[config.mk]
export PLATFORM = sky130hd
export DESIGN_NAME = align_sched_ctrl
export DESIGN_NICKNAME = d
export VERILOG_FILES = /design/src/rtl/align_sched_ctrl_pkg.sv /design/src/rtl/align_sched_ctrl_valid_delay_line.sv /design/src/rtl/align_sched_ctrl.sv
export SDC_FILE = /design/constraint.sdc
export NUM_CORES = 1
export LEC_CHECK = 0
export BUFFER_PORTS_ARGS = -buffer_cell sky130_fd_sc_hd__buf_4
export CAP_MARGIN = 20
export CORE_MARGIN = 8
export CORE_UTILIZATION = 47
export CTS_CLUSTER_SIZE = 14
export DETAILED_ROUTE_END_ITERATION = 12
export GPL_TIMING_DRIVEN = 0
export PLACE_DENSITY = 0.76
export REMOVE_ABC_BUFFERS = 1
export SYNTH_ARGS = -nofsm -noshare
export SYNTH_HDL_FRONTEND = slang
export SYNTH_SLANG_ARGS = --single-unit
[constraint.sdc]
create_clock -name clk -period 2 [get_ports clk]
set_input_delay 0.1 -clock clk [delete_from_list [all_inputs] [get_ports clk]]
set_output_delay 0.1 -clock clk [all_outputs]
set_load 0.05 [all_outputs]
[src/rtl/align_sched_ctrl_pkg.sv]
// Shared types and widths for the alignment run sequencer.
package align_sched_ctrl_pkg;

  localparam int unsigned DEF_LEN_WIDTH  = 8;
  localparam int unsigned DIAG_WIDTH     = DEF_LEN_WIDTH + 1;
  localparam int unsigned SCORE_WIDTH    = 16;
  localparam int unsigned ROW_BITS_WIDTH = 8;
  localparam int unsigned COL_BITS_WIDTH = 8;

  typedef enum logic [2:0] {
    IDLE,
    COMPUTE,
    DRAIN,
    CAPTURE,
    RESULT
  } align_state_t;

  // Final maximum as returned on the result port.
  typedef struct packed {
    logic [SCORE_WIDTH-1:0]    score;
    logic [ROW_BITS_WIDTH-1:0] row;
    logic [COL_BITS_WIDTH-1:0] col;
  } max_result_t;

endpackage

[src/rtl/align_sched_ctrl_valid_delay_line.sv]
// 1-bit valid shift register; out_valid is in_valid delayed DEPTH cycles.
// any_pending_c flags any valid still travelling through the line.
module valid_delay_line #(
  parameter int unsigned DEPTH = 2
) (
  input  logic clk,
  input  logic rst_n,
  input  logic in_valid,
  output logic out_valid,
  output logic any_pending_c
);

  logic [DEPTH-1:0] shift_q;
  logic [DEPTH-1:0] shift_d;

  // Shift new valid in at bit 0; the oldest bit falls off the top.
  always_comb begin
    shift_d = DEPTH'({shift_q, in_valid});
  end

  // Shift register with async clear.
  always_ff @(posedge clk or negedge rst_n) begin
    if (!rst_n) shift_q <= '0;
    else        shift_q <= shift_d;
  end

  assign out_valid     = shift_q[DEPTH-1];
  assign any_pending_c = |shift_q;

endmodule

[src/rtl/align_sched_ctrl.sv]
// Sequencer for one local-alignment run: drives the PE wavefront, the
// max-register write enable, and returns the final max over valid/ready.
// Optional: ALIGN_SCHED_PERF_CNT_EN adds cycle_cnt (start accept to result).
module align_sched_ctrl
  import align_sched_ctrl_pkg::*;
#(
  parameter int unsigned LEN_WIDTH  = DEF_LEN_WIDTH,
  parameter int unsigned PE_LATENCY = 2
) (
  input  logic                      clk,
  input  logic                      rst_n,
  input  logic                      start,
  input  logic [LEN_WIDTH-1:0]      query_len,
  input  logic [LEN_WIDTH-1:0]      ref_len,
  output logic                      busy,
  output logic                      pe_en,
  output logic [LEN_WIDTH:0]        diag_idx,
  output logic                      wr_en_max,
  input  logic [SCORE_WIDTH-1:0]    max_score_in,
  input  logic [ROW_BITS_WIDTH-1:0] max_row_in,
  input  logic [COL_BITS_WIDTH-1:0] max_col_in,
  output logic                      res_valid,
  input  logic                      res_ready,
  output logic [SCORE_WIDTH-1:0]    res_score,
  output logic [ROW_BITS_WIDTH-1:0] res_row,
  output logic [COL_BITS_WIDTH-1:0] res_col
`ifdef ALIGN_SCHED_PERF_CNT_EN
  ,
  output logic [31:0]               cycle_cnt
`endif
);

  localparam int unsigned DIAG_W = LEN_WIDTH + 1;

  align_state_t      state_q,     state_d;
  logic [DIAG_W-1:0] n_diag_q,    n_diag_d;
  logic [DIAG_W-1:0] diag_q,      diag_d;
  logic              zero_res_q,  zero_res_d;
  logic              pe_en_q,     pe_en_d;
  logic              busy_q,      busy_d;
  logic              res_valid_q, res_valid_d;
  max_result_t       res_q,       res_d;
  logic              accept_c;
  logic              any_pending_c;

  // Delays pe_en by the PE pipeline depth to form the max-register enable.
  valid_delay_line #(
    .DEPTH (PE_LATENCY)
  ) u_delay (
    .clk           (clk),
    .rst_n         (rst_n),
    .in_valid      (pe_en_q),
    .out_valid     (wr_en_max),
    .any_pending_c (any_pending_c)
  );

  // Next-state and registered-output logic for the run sequence.
  always_comb begin
    state_d     = state_q;
    n_diag_d    = n_diag_q;
    diag_d      = diag_q;
    zero_res_d  = zero_res_q;
    pe_en_d     = 1'b0;
    res_valid_d = res_valid_q;
    res_d       = res_q;
    accept_c    = 1'b0;

    unique case (state_q)
      IDLE: begin
        if (start) begin
          accept_c = 1'b1;
          n_diag_d = DIAG_W'(query_len) + DIAG_W'(ref_len) - DIAG_W'(1);
          diag_d   = '0;
          if ((query_len == '0) || (ref_len == '0)) begin
            zero_res_d = 1'b1;
            state_d    = CAPTURE;
          end else begin
            zero_res_d = 1'b0;
            pe_en_d    = 1'b1;
            state_d    = COMPUTE;
          end
        end
      end
      COMPUTE: begin
        // diag_idx holds its last value once the final diagonal is issued.
        if (diag_q == (n_diag_q - DIAG_W'(1))) begin
          state_d = DRAIN;
        end else begin
          pe_en_d = 1'b1;
          diag_d  = diag_q + DIAG_W'(1);
        end
      end
      DRAIN: begin
        // Line empty means the last enable reached the max register last
        // cycle; this cycle lets that update settle before capture.
        if (!any_pending_c) state_d = CAPTURE;
      end
      CAPTURE: begin
        res_d       = zero_res_q ? '0 : max_result_t'{max_score_in, max_row_in, max_col_in};
        res_valid_d = 1'b1;
        state_d     = RESULT;
      end
      RESULT: begin
        if (res_valid_q && res_ready) begin
          res_valid_d = 1'b0;
          state_d     = IDLE;
        end
      end
      default: state_d = IDLE;
    endcase

    busy_d = (state_d != IDLE);
  end

  // State and output registers.
  always_ff @(posedge clk or negedge rst_n) begin
    if (!rst_n) begin
      state_q     <= IDLE;
      n_diag_q    <= '0;
      diag_q      <= '0;
      zero_res_q  <= 1'b0;
      pe_en_q     <= 1'b0;
      busy_q      <= 1'b0;
      res_valid_q <= 1'b0;
      res_q       <= '0;
    end else begin
      state_q     <= state_d;
      n_diag_q    <= n_diag_d;
      diag_q      <= diag_d;
      zero_res_q  <= zero_res_d;
      pe_en_q     <= pe_en_d;
      busy_q      <= busy_d;
      res_valid_q <= res_valid_d;
      res_q       <= res_d;
    end
  end

  assign busy      = busy_q;
  assign pe_en     = pe_en_q;
  assign diag_idx  = diag_q;
  assign res_valid = res_valid_q;
  assign res_score = res_q.score;
  assign res_row   = res_q.row;
  assign res_col   = res_q.col;

`ifdef ALIGN_SCHED_PERF_CNT_EN
  logic [31:0] cnt_q, cnt_d;

  // Run-length counter: the accept cycle counts as 1; stops when the result
  // becomes valid and saturates at all-ones.
  always_comb begin
    cnt_d = cnt_q;
    if (accept_c) begin
      cnt_d = 32'd1;
    end else if (busy_q && !res_valid_q && (cnt_q != '1)) begin
      cnt_d = cnt_q + 32'd1;
    end
  end

  // Counter register.
  always_ff @(posedge clk or negedge rst_n) begin
    if (!rst_n) cnt_q <= '0;
    else        cnt_q <= cnt_d;
  end

  assign cycle_cnt = cnt_q;
`endif

endmodule

Word-level counts from Yosys, hierarchy flattened
Cells that the tools add are included.
{ "word_totals": {"regBits": 59, "input_bits": 52, "out_inout_bits": 45, "wordCells": 52} }
{ "op_classes": {"add_sub_neg": 4, "eq_ne": 8, "muxes": 17, "reduce_logical": 12} }
{ "op_table": {"columns": ["cell", "n"], "rows": [
  ["$mux W32", 1],
  ["$mux W9", 2],
  ["$pmux W9 S2", 1],
  ["$sub A9 B1 Y9 const B", 2],
  ["$logic_not A8 Y1", 2],
  ["$pmux W3 S5", 1],
  ["$mux W3", 4],
  ["$add A8 B8 Y9", 1],
  ["$add A9 B1 Y9 const B", 1],
  ["$eq A9 B9 Y1", 1],
  ["$eq A3 B2 Y1 const B", 2],
  ["$ne A2 B2 Y1 const B", 3],
  ["$mux W1", 5],
  ["$pmux W1 S2", 2],
  ["$reduce_and A2 Y1", 2],
  ["$reduce_bool A2 Y1", 2],
  ["$eq A3 B1 Y1 const B", 1],
  ["$eq A3 B3 Y1 const B", 1],
  ["$logic_not A3 Y1", 1],
  ["$reduce_and A3 Y1", 1],
  ["$reduce_bool A3 Y1", 1],
  ["$mux W2", 1],
  ["$reduce_or A2 Y1", 1],
  ["$logic_and A1 B1 Y1", 1],
  ["$logic_or A1 B1 Y1", 1]
]} }

Logic depth before layout (Yosys ltp)
Gate-level depths: netlist (run 1).
{ "depth": {"word_depth": 6, "ltp_mapped": 12, "depth_no_buf": 12} }

Hierarchy
Synthesis (run 1) repeated with hierarchy kept, for this count alone.
{ "unflattened": {"cells_unflattened": 375, "area_unflattened_um2": 3325.7} }
{ "by_module_without_submodules": {"columns": ["module", "n_inst", "cells_each", "area_each_um2", "seq_area_each_um2"], "rows": [
  ["align_sched_ctrl", 1, 372, 3269.4, 1426.4],
  ["valid_delay_line", 1, 3, 56.3, 50.0]
]} }

Worst setup path before layout (run 1)
No wires, ideal clock.
{ "synth_timing": {"path_type": "flip-flop to flip-flop", "from": "register n_diag_q[0]", "to": "register state_q[0]", "setup_ns": 0.124, "arrival_ns": 2.031, "required_ns": 1.876, "slack_ns": -0.155, "stages_incl_launch_ff": 10, "path_buffers": 1, "period_less_slack_ns": 2.155, "cell_sequence": "dfrtp_1 inv_1 ha_1 nor2b_1 buf_2 xnor2_1 o41ai_1 o211a_4 a21oi_2 a211o_1"} }
{ "synth_via": {"elab_chain_len": 4} }
{ "synth_rtl": {"columns": ["element", "line", "source"], "rows": [
  ["start: declaration", "align_sched_ctrl.sv:36", "logic [DIAG_W-1:0] n_diag_q, n_diag_d;"],
  ["start signal: assignment", "align_sched_ctrl.sv:128", "n_diag_q <= n_diag_d;"],
  ["$sub A9 B1 Y9", "align_sched_ctrl.sv:86", "if (diag_q == (n_diag_q - DIAG_W'(1))) begin"],
  ["$eq A9 B9 Y1", "align_sched_ctrl.sv:86", null],
  ["$mux W3", "align_sched_ctrl.sv:86", null],
  ["$pmux W3 S5", "align_sched_ctrl.sv:68", "unique case (state_q)"],
  ["via state_d[0]", "align_sched_ctrl.sv:35", "align_state_t state_q, state_d;"],
  ["end signal: assignment", "align_sched_ctrl.sv:127", "state_q <= state_d;"],
  ["end: declaration", "align_sched_ctrl.sv:35", null]
]} }
The timed path passes the listed nets, and every way through them passes these cells.
A chain may end at the register's enable or synchronous reset.

Final worst setup path (run 1)
{ "layout_timing": {"from": "register n_diag_q[0]", "to": "register state_q[1]"} }
Same word-level chain as after synthesis.

==> results of run 1 <==
metal layers:
layer | global-route usage | vias to the layer above | wire (µm)
li1 | - | 1477 | -
met1 | 0.212 | 1404 | 3900
met2 | 0.302 | 112 | 4000
met3 | 0.0518 | 16 | 602
met4 | 0.0802 | 0 | 191
met5 | 0 | - | 0
path summary, 6_finish.rpt:
path                                       start                 end  slack (ns)
max in group asynchronous                  rst_n         n_diag_q[0]        1.08
min in group asynchronous                  rst_n        res_score[5]        0.38
worst min register to register             pe_en  u_delay.shift_q[0]        0.38
worst max-delay path                 n_diag_q[0]          state_q[1]       -0.15
worst max register to register       n_diag_q[0]          state_q[1]       -0.15
worst min-delay path            max_score_in[13]       res_score[13]        0.01
report_power, final:
part / total [mW] / internal [mW] / switching, mW
logic: 3.55 / 1.34 / 2.21
registers: 2.12 / 1.62 / 0.495
clock network: 0.969 / 0.454 / 0.516
total: 6.64 / 3.41 / 3.22
cell usage in the layout (no fill, tap or decap), types with 2 or more instances in the layout:
cell / n
o211ai_1: 4
inv_2: 2
xnor2_1: 3
o31ai_1: 2
clkinv_4: 2
o21a_1: 2
nor3_1: 3
a211o_1: 3
xor2_1: 8
o21ai_0: 25
nand4_1: 2
nor3b_1: 3
mux2i_1: 8
buf_4: 103
ha_1: 16
nand3b_1: 4
nand2b_1: 37
nand3_1: 8
dlygate4sd3_1: 6
a21o_1: 4
nand2_1: 60
nor2b_1: 4
dfrtp_1: 58
inv_1: 35
nor4_1: 6
a21oi_1: 10
nor2_1: 6
or2_2: 5
clkbuf_8: 9
a211oi_1: 2
clkinvlp_4: 3
o21ai_1: 20
registers in the layout (all words and copies together), names as in the netlist:
register	flops
busy	1
pe_en	1
diag_idx	9
res_valid	1
zero_res_q	1
n_diag_q	9
res_col	8
u_delay.shift_q	2
res_score	16
res_row	8
state_q	3
kinds of logic (layout without fill, tap and decap cells):
kind of cell               Yosys count  after routing
muxes                                8              8
AOI/OAI and AO/OA                   81             81
buffers and inverters               51            164
xor gates and xnor gates            13             13
DFF                                 59             59
and+or+nand+nor                    145            146
adders and majority gates           18             18
worst max-delay path: cells and delay by family, from the launching register on:
family / cells / cell delay [ns]
compound gates: 3 / 0.73
flops: 1 / 0.42
buf+inv: 3 / 0.32
xor+xnor: 1 / 0.22
simple gates: 2 / 0.22
fa+ha+maj: 1 / 0.15
through the flow:
step	TNS, ns	std cells
2_1_floorplan	-1.27	361
3_3_place_gp	-15.85	556
3_5_place_dp	-5.23	558
4_1_cts	-0.564	587
5_1_grt	-1.73	588
6_report	-0.820	588
area by class of cell:
cell class / count / area (µm²)
clock inverters: 7 / 53.8
inverters: 37 / 139
fillers: 594 / 2550
repair buffers: 111 / 858
well taps: 99 / 124
flip-flops and latches: 59 / 1480
clock buffers: 9 / 124
multi-input cells: 266 / 1780
what timing repair did:
action / in CTS / in global routing
pin swaps: 10 / 4
resized for setup: 12 / 3
gates cloned: 1 / 0
setup buffers: 6 / 1
hold endpoints to repair: 64 / 0
endpoints found under the setup margin: 13 / 14
hold buffers: 6 / 0
==> run summary, run 1 <==
Synth area leaders -> dfrtp_1, nand2b_1, nand2_1
CTS Buf Count -> 9
Fin. Hold Viols -> 0
number of distinct library cells after synthesis -> 45
# nets final -> 554
TritonCTS clock tree -> done
Placer Congestion -> 0.823
Post-synth EDFFs -> 0
cell area after layout -> 4550 µm²
clock skew -> 0.0112 ns
critical path capture point type -> flop
RSZ-0062 raised after global routing -> yes
clock latency on the worst-skew pair -> 0.35 ns
Worst EP arrival -> 2.42 ns
Core Box Area -> 7100 µm²
die area -> 10200 µm²
Max-Cap Viols -> 0
count of final setup violators -> 9
Pre-antenna DRT Iters -> 4
Final period util -> 1.08
vias in the first global route -> 3107
most frequent cell after synthesis -> nand2_1
Ys Warns -> 0
WHS Path Cells -> 3
placed cell area -> 4200 µm²
Post-synth ARST share -> 1.00
I/O Buffers -> 96
share of layout cells above drive strength 1 -> 0.292
via count -> 3009
worst setup path category -> flop to flop
Synth Area in XOR/XNOR -> 0.0400
Synth top area share -> 0.437
DR DRC count -> 0
clock-pin transition on the worst setup and hold timing paths -> 0.08 ns
most frequent cells after synthesis -> nand2_1, dfrtp_1, inv_1, nand2b_1, o21ai_0
drt wl/cell -> 14.8 µm
global-route wire length before repair -> 14500 µm
final setup margin -> -0.154 ns
final WL -> 8690 µm
minimum clock period -> 2.15 ns
CP required -> 2.26 ns
Via density -> 5.12
highest-delay cell along the critical path -> dfrtp_2
status -> complete, but fails checks
worst r2r path cells -> 10
H-tree levels -> 3
Mapped Avg Cell Area -> 9.02 µm²
worst rel slew slack -> 0.494
failing checks -> setup timing
CP max FO -> 6
Crit path top cell by count -> buf_4
Clock Sinks -> 59
die height -> 101 µm
post-synthesis compound-gate area fraction -> 0.151
mux contribution to synthesized area -> 0.0237
Final Util -> 0.641
starting density of the core -> 0.476
Antenna Cells -> 0
gr ovfl total -> 0
io pins -> 97
critical path launch point type -> flop
Antenna Nets Post-Route -> 0
#FFs+latches synth -> 59
Synth Flop Type -> dfrtp_1
worst min-delay path class -> primary input to flop
CP max stage delay -> 0.42 ns
post-synthesis simple-gate area fraction -> 0.223
GRT Total Usage -> 0.182
Syn-to-layout area delta -> 34.6%
clk buf depth -> 2
FMAX -> 0.464 GHz
CTS Root Cell -> clkbuf_8
Leak -> 2.24 nW
cell accounting for the most synthesized area -> dfrtp_1
dpl ws -> -0.502 ns
register area share after synthesis -> 0.437
Slew @ Worst Pin -> 0.759 ns
final-report max-slew violation count -> 0
CP cell instances -> inv_2 -> ha_4 -> buf_4 -> xnor3_1 -> nand3_2 -> a221oi_2 -> o211a_4 -> buf_4 -> nand4b_1 -> a21oi_1
largest net degree at the start of global routing -> 60
initial antenna violation count -> 0
1st-iter DRT viols -> 133
Min Hold Slack -> 0.0102 ns
synthesized area -> 3380 µm²
peak supply drop -> 497 µV
row count -> 31
Tot Pwr -> 6.64 mW
largest family of logic cells by synthesized area -> simple AND/OR/NAND/NOR gates
PD cells -> 1460 nW/µm²
DP HPWL -> 6160 µm
Die X -> 101 µm
post-synthesis cell count -> 375
Post-Synth Adder-Cell Area -> 0.0688
No activity file was read; power rests on OpenSTA's default activity.
==> inputs of run 2 (changes only) <==
Settings changed: CORE_UTILIZATION 47 to 56, PLACE_DENSITY 0.76 to 0.85.
Clock period 2 ns to 2.6 ns, I/O delays scaled along.
==> run 2 against run 1 <==
The flow now finishes without violations; clock power decreased by 30%; first-iteration DRC count increased by 22%; setup slack improved by 0.33 ns; final cell count decreased by 6.8%; worst hold slack improved by 0.046 ns; register-to-register slack improved by 0.33 ns; sequential share of layout area increased by 1.6 points; count of clock-buffer cells in the layout increased by 1; routed wire length decreased by 7.4%; maximum frequency decreased by 11%; largest cell class unchanged.
==> run summary, run 2 (synthesis gave the netlist of run 1 again) <==
Leak -> 2.16 nW (was 2.24 nW)
CP max FO -> 8 (was 6)
vias in the first global route -> 2909 (was 3107)
setup TNS -> 0 ns (was -0.820 ns)
Slew @ Worst Pin -> 0.975 ns (was 0.759 ns)
CP required -> 2.81 ns (was 2.26 ns)
die height -> 93.7 µm (was 101 µm)
Core Box Area -> 5890 µm² (was 7100 µm²)
Die X -> 93.7 µm (was 101 µm)
gr ovfl total -> 0 (unchanged)
commonest non-fill, non-tap cell in the layout -> buf_4 (unchanged)
crit path buf inv count -> 1 (was 3)
worst min-delay path class -> primary input to flop (unchanged)
die area -> 8780 µm² (was 10200 µm²)
worst rel slew slack -> 0.348 (was 0.494)
Final period util -> 0.932 (was 1.08)
Via density -> 5.27 (was 5.12)
clock latency on the worst-skew pair -> 0.33 ns (was 0.35 ns)
1st-iter DRT viols -> 162 (was 133)
CP cell instances -> inv_1 -> ha_1 -> xnor3_1 -> nand3_1 -> a221oi_1 -> o211a_4 -> a21oi_2 -> a211o_1 (was inv_2 -> ha_4 -> buf_4 -> xnor3_1 -> nand3_2 -> a221oi_2 -> o211a_4 -> buf_4 -> nand4b_1 -> a21oi_1)
clock skew -> 0.0132 ns (was 0.0112 ns)
highest-delay cell along the critical path -> dfrtp_1 (was dfrtp_2)
worst r2r path cells -> 8 (was 10)
final WL -> 8050 µm (was 8690 µm)
Antenna Cells -> 0 (unchanged)
RSZ-0062 raised after global routing -> no (was yes)
CP max stage delay -> 0.47 ns (was 0.42 ns)
Placer Congestion -> 0.823 (about the same)
TritonCTS clock tree -> done (unchanged)
Fin. Hold Viols -> 0 (unchanged)
CTS Root Cell -> clkbuf_8 (unchanged)
peak supply drop -> 600 µV (was 497 µV)
RR Endpoint -> state_q[0] (was state_q[1])
global-route wire length before repair -> 13600 µm (was 14500 µm)
initial antenna violation count -> 0 (unchanged)
WHS Path Cells -> 3 (unchanged)
Pre-antenna DRT Iters -> 4 (unchanged)
DP HPWL -> 6070 µm (was 6160 µm)
via count -> 2889 (was 3009)
share of layout cells above drive strength 1 -> 0.264 (was 0.292)
final setup margin -> 0.178 ns (was -0.154 ns)
clk buf depth -> 2 (unchanged)
Worst Setup SP -> n_diag_q[0] (unchanged)
# nets final -> 541 (was 554)
final-report max-slew violation count -> 0 (unchanged)
Largest register FFs -> 16 (unchanged)
critical path launch point type -> flop (unchanged)
GRT Total Usage -> 0.193 (was 0.182)
status -> completed (was complete, but fails checks)
PD cells -> 1120 nW/µm² (was 1460 nW/µm²)
Largest delay share family, worst path -> compound AO/OA/AOI/OAI gates (unchanged)
Antenna Nets Post-Route -> 0 (unchanged)
dpl ws -> 0.0686 ns (was -0.502 ns)
worst setup path category -> flop to flop (unchanged)
minimum clock period -> 2.42 ns (was 2.15 ns)
row count -> 28 (was 31)
R2R setup slack -> 0.18 ns (was -0.15 ns)
Syn-to-layout area delta -> 28.1% (was 34.6%)
I/O Buffers -> 96 (unchanged)
Tot Pwr -> 4.86 mW (was 6.64 mW)
H-tree levels -> 3 (unchanged)
DR DRC count -> 0 (unchanged)
count of final setup violators -> 0 (was 9)
largest net degree at the start of global routing -> 66 (was 60)
starting density of the core -> 0.575 (was 0.476)
io pins -> 97 (unchanged)
Max-Cap Viols -> 0 (unchanged)
critical path capture point type -> flop (unchanged)
post-CTS setup repair buffer count -> 0 (was 6)
Worst EP arrival -> 2.63 ns (was 2.42 ns)
worst hold start -> max_row_in[3] (was max_score_in[13])
Hold EP -> res_row[3] (was res_score[13])
drt wl/cell -> 14.7 µm (was 14.8 µm)
clock-pin transition on the worst setup and hold timing paths -> 0.07 ns (was 0.08 ns)
Clock Sinks -> 59 (unchanged)
FMAX -> 0.413 GHz (was 0.464 GHz)
most frequent cells in the layout -> buf_4, nand2_1, dfrtp_1 (unchanged)
CTS Buf Count -> 9 (unchanged)
R2R Path Start -> n_diag_q[0] (unchanged)
## run 2: cell count changes in the layout (fill, tap and decap cells not counted), moves of 3 or more
| cell | delta |
|---|---|
| dlygate4sd3_1 | -5 |
| buf_4 | -7 |
| o21ai_0 | +3 |
| o21ai_1 | -3 |
## run 2: cell type report
type	instances	area [µm²]
flip-flops and latches	59	1480
fillers	452	1550
repair buffers	99	751
clock buffers	10	138
clock inverters	3	17.5
inverters	37	139
multi-input cells	265	1720
well taps	75	93.8
## run 2: routing by layer
metal	up-vias	part of all wire	global-route usage
met2	71	0.51	0.331
met5	-	0	0
met4	0	0.015	0.0819
met1	1364	0.43	0.227
met3	8	0.043	0.0400
li1	1446	-	-
## run 2: stage by stage
stage	cells	instance area (µm²)	hold WS, ns	utilization
2_1_floorplan	361	3330	-0.166	-
3_3_place_gp	532	4140	0.236	0.704
3_5_place_dp	533	4150	0.241	0.705
4_1_cts	547	4320	0.0458	0.733
5_1_grt	548	4330	0.0613	0.736
6_report	548	4330	0.0559	0.736
## run 2: worst min-delay path, cell delays in order
cell and delay (ns):
buf_4 0.11, nand2b_1 0.05, o21ai_0 0.06
## run 2: worst max-delay path by stage
| stage | to | slack, ns | cells past startpoint |
|---|---|---|---|
| after global placement | state_q[0] | 0.14 | 8 |
| after global routing | state_q[0] | 0.03 | 8 |
| after floorplan | state_q[0] | 0.42 | 8 |
| after CTS | state_q[0] | 0.05 | 8 |
| after detailed placement | state_q[0] | 0.07 | 8 |
| final | state_q[0] | 0.18 | 8 |
## run 2: timing repair
item                                   in CTS  in global routing
endpoints found under the hold margin      59                  0
hold buffers                                1                  0
setup endpoints to repair                   0                 12
gates resized for setup                     0                  1
## run 2: where the power goes
part           leakage [nW]  internal [mW]  total, mW  switching [mW]
sequential            0.656           1.25       1.63           0.381
clock                0.0799          0.352      0.683           0.332
combinational          1.42          0.933       2.55            1.62
total                  2.16           2.53       4.86            2.33
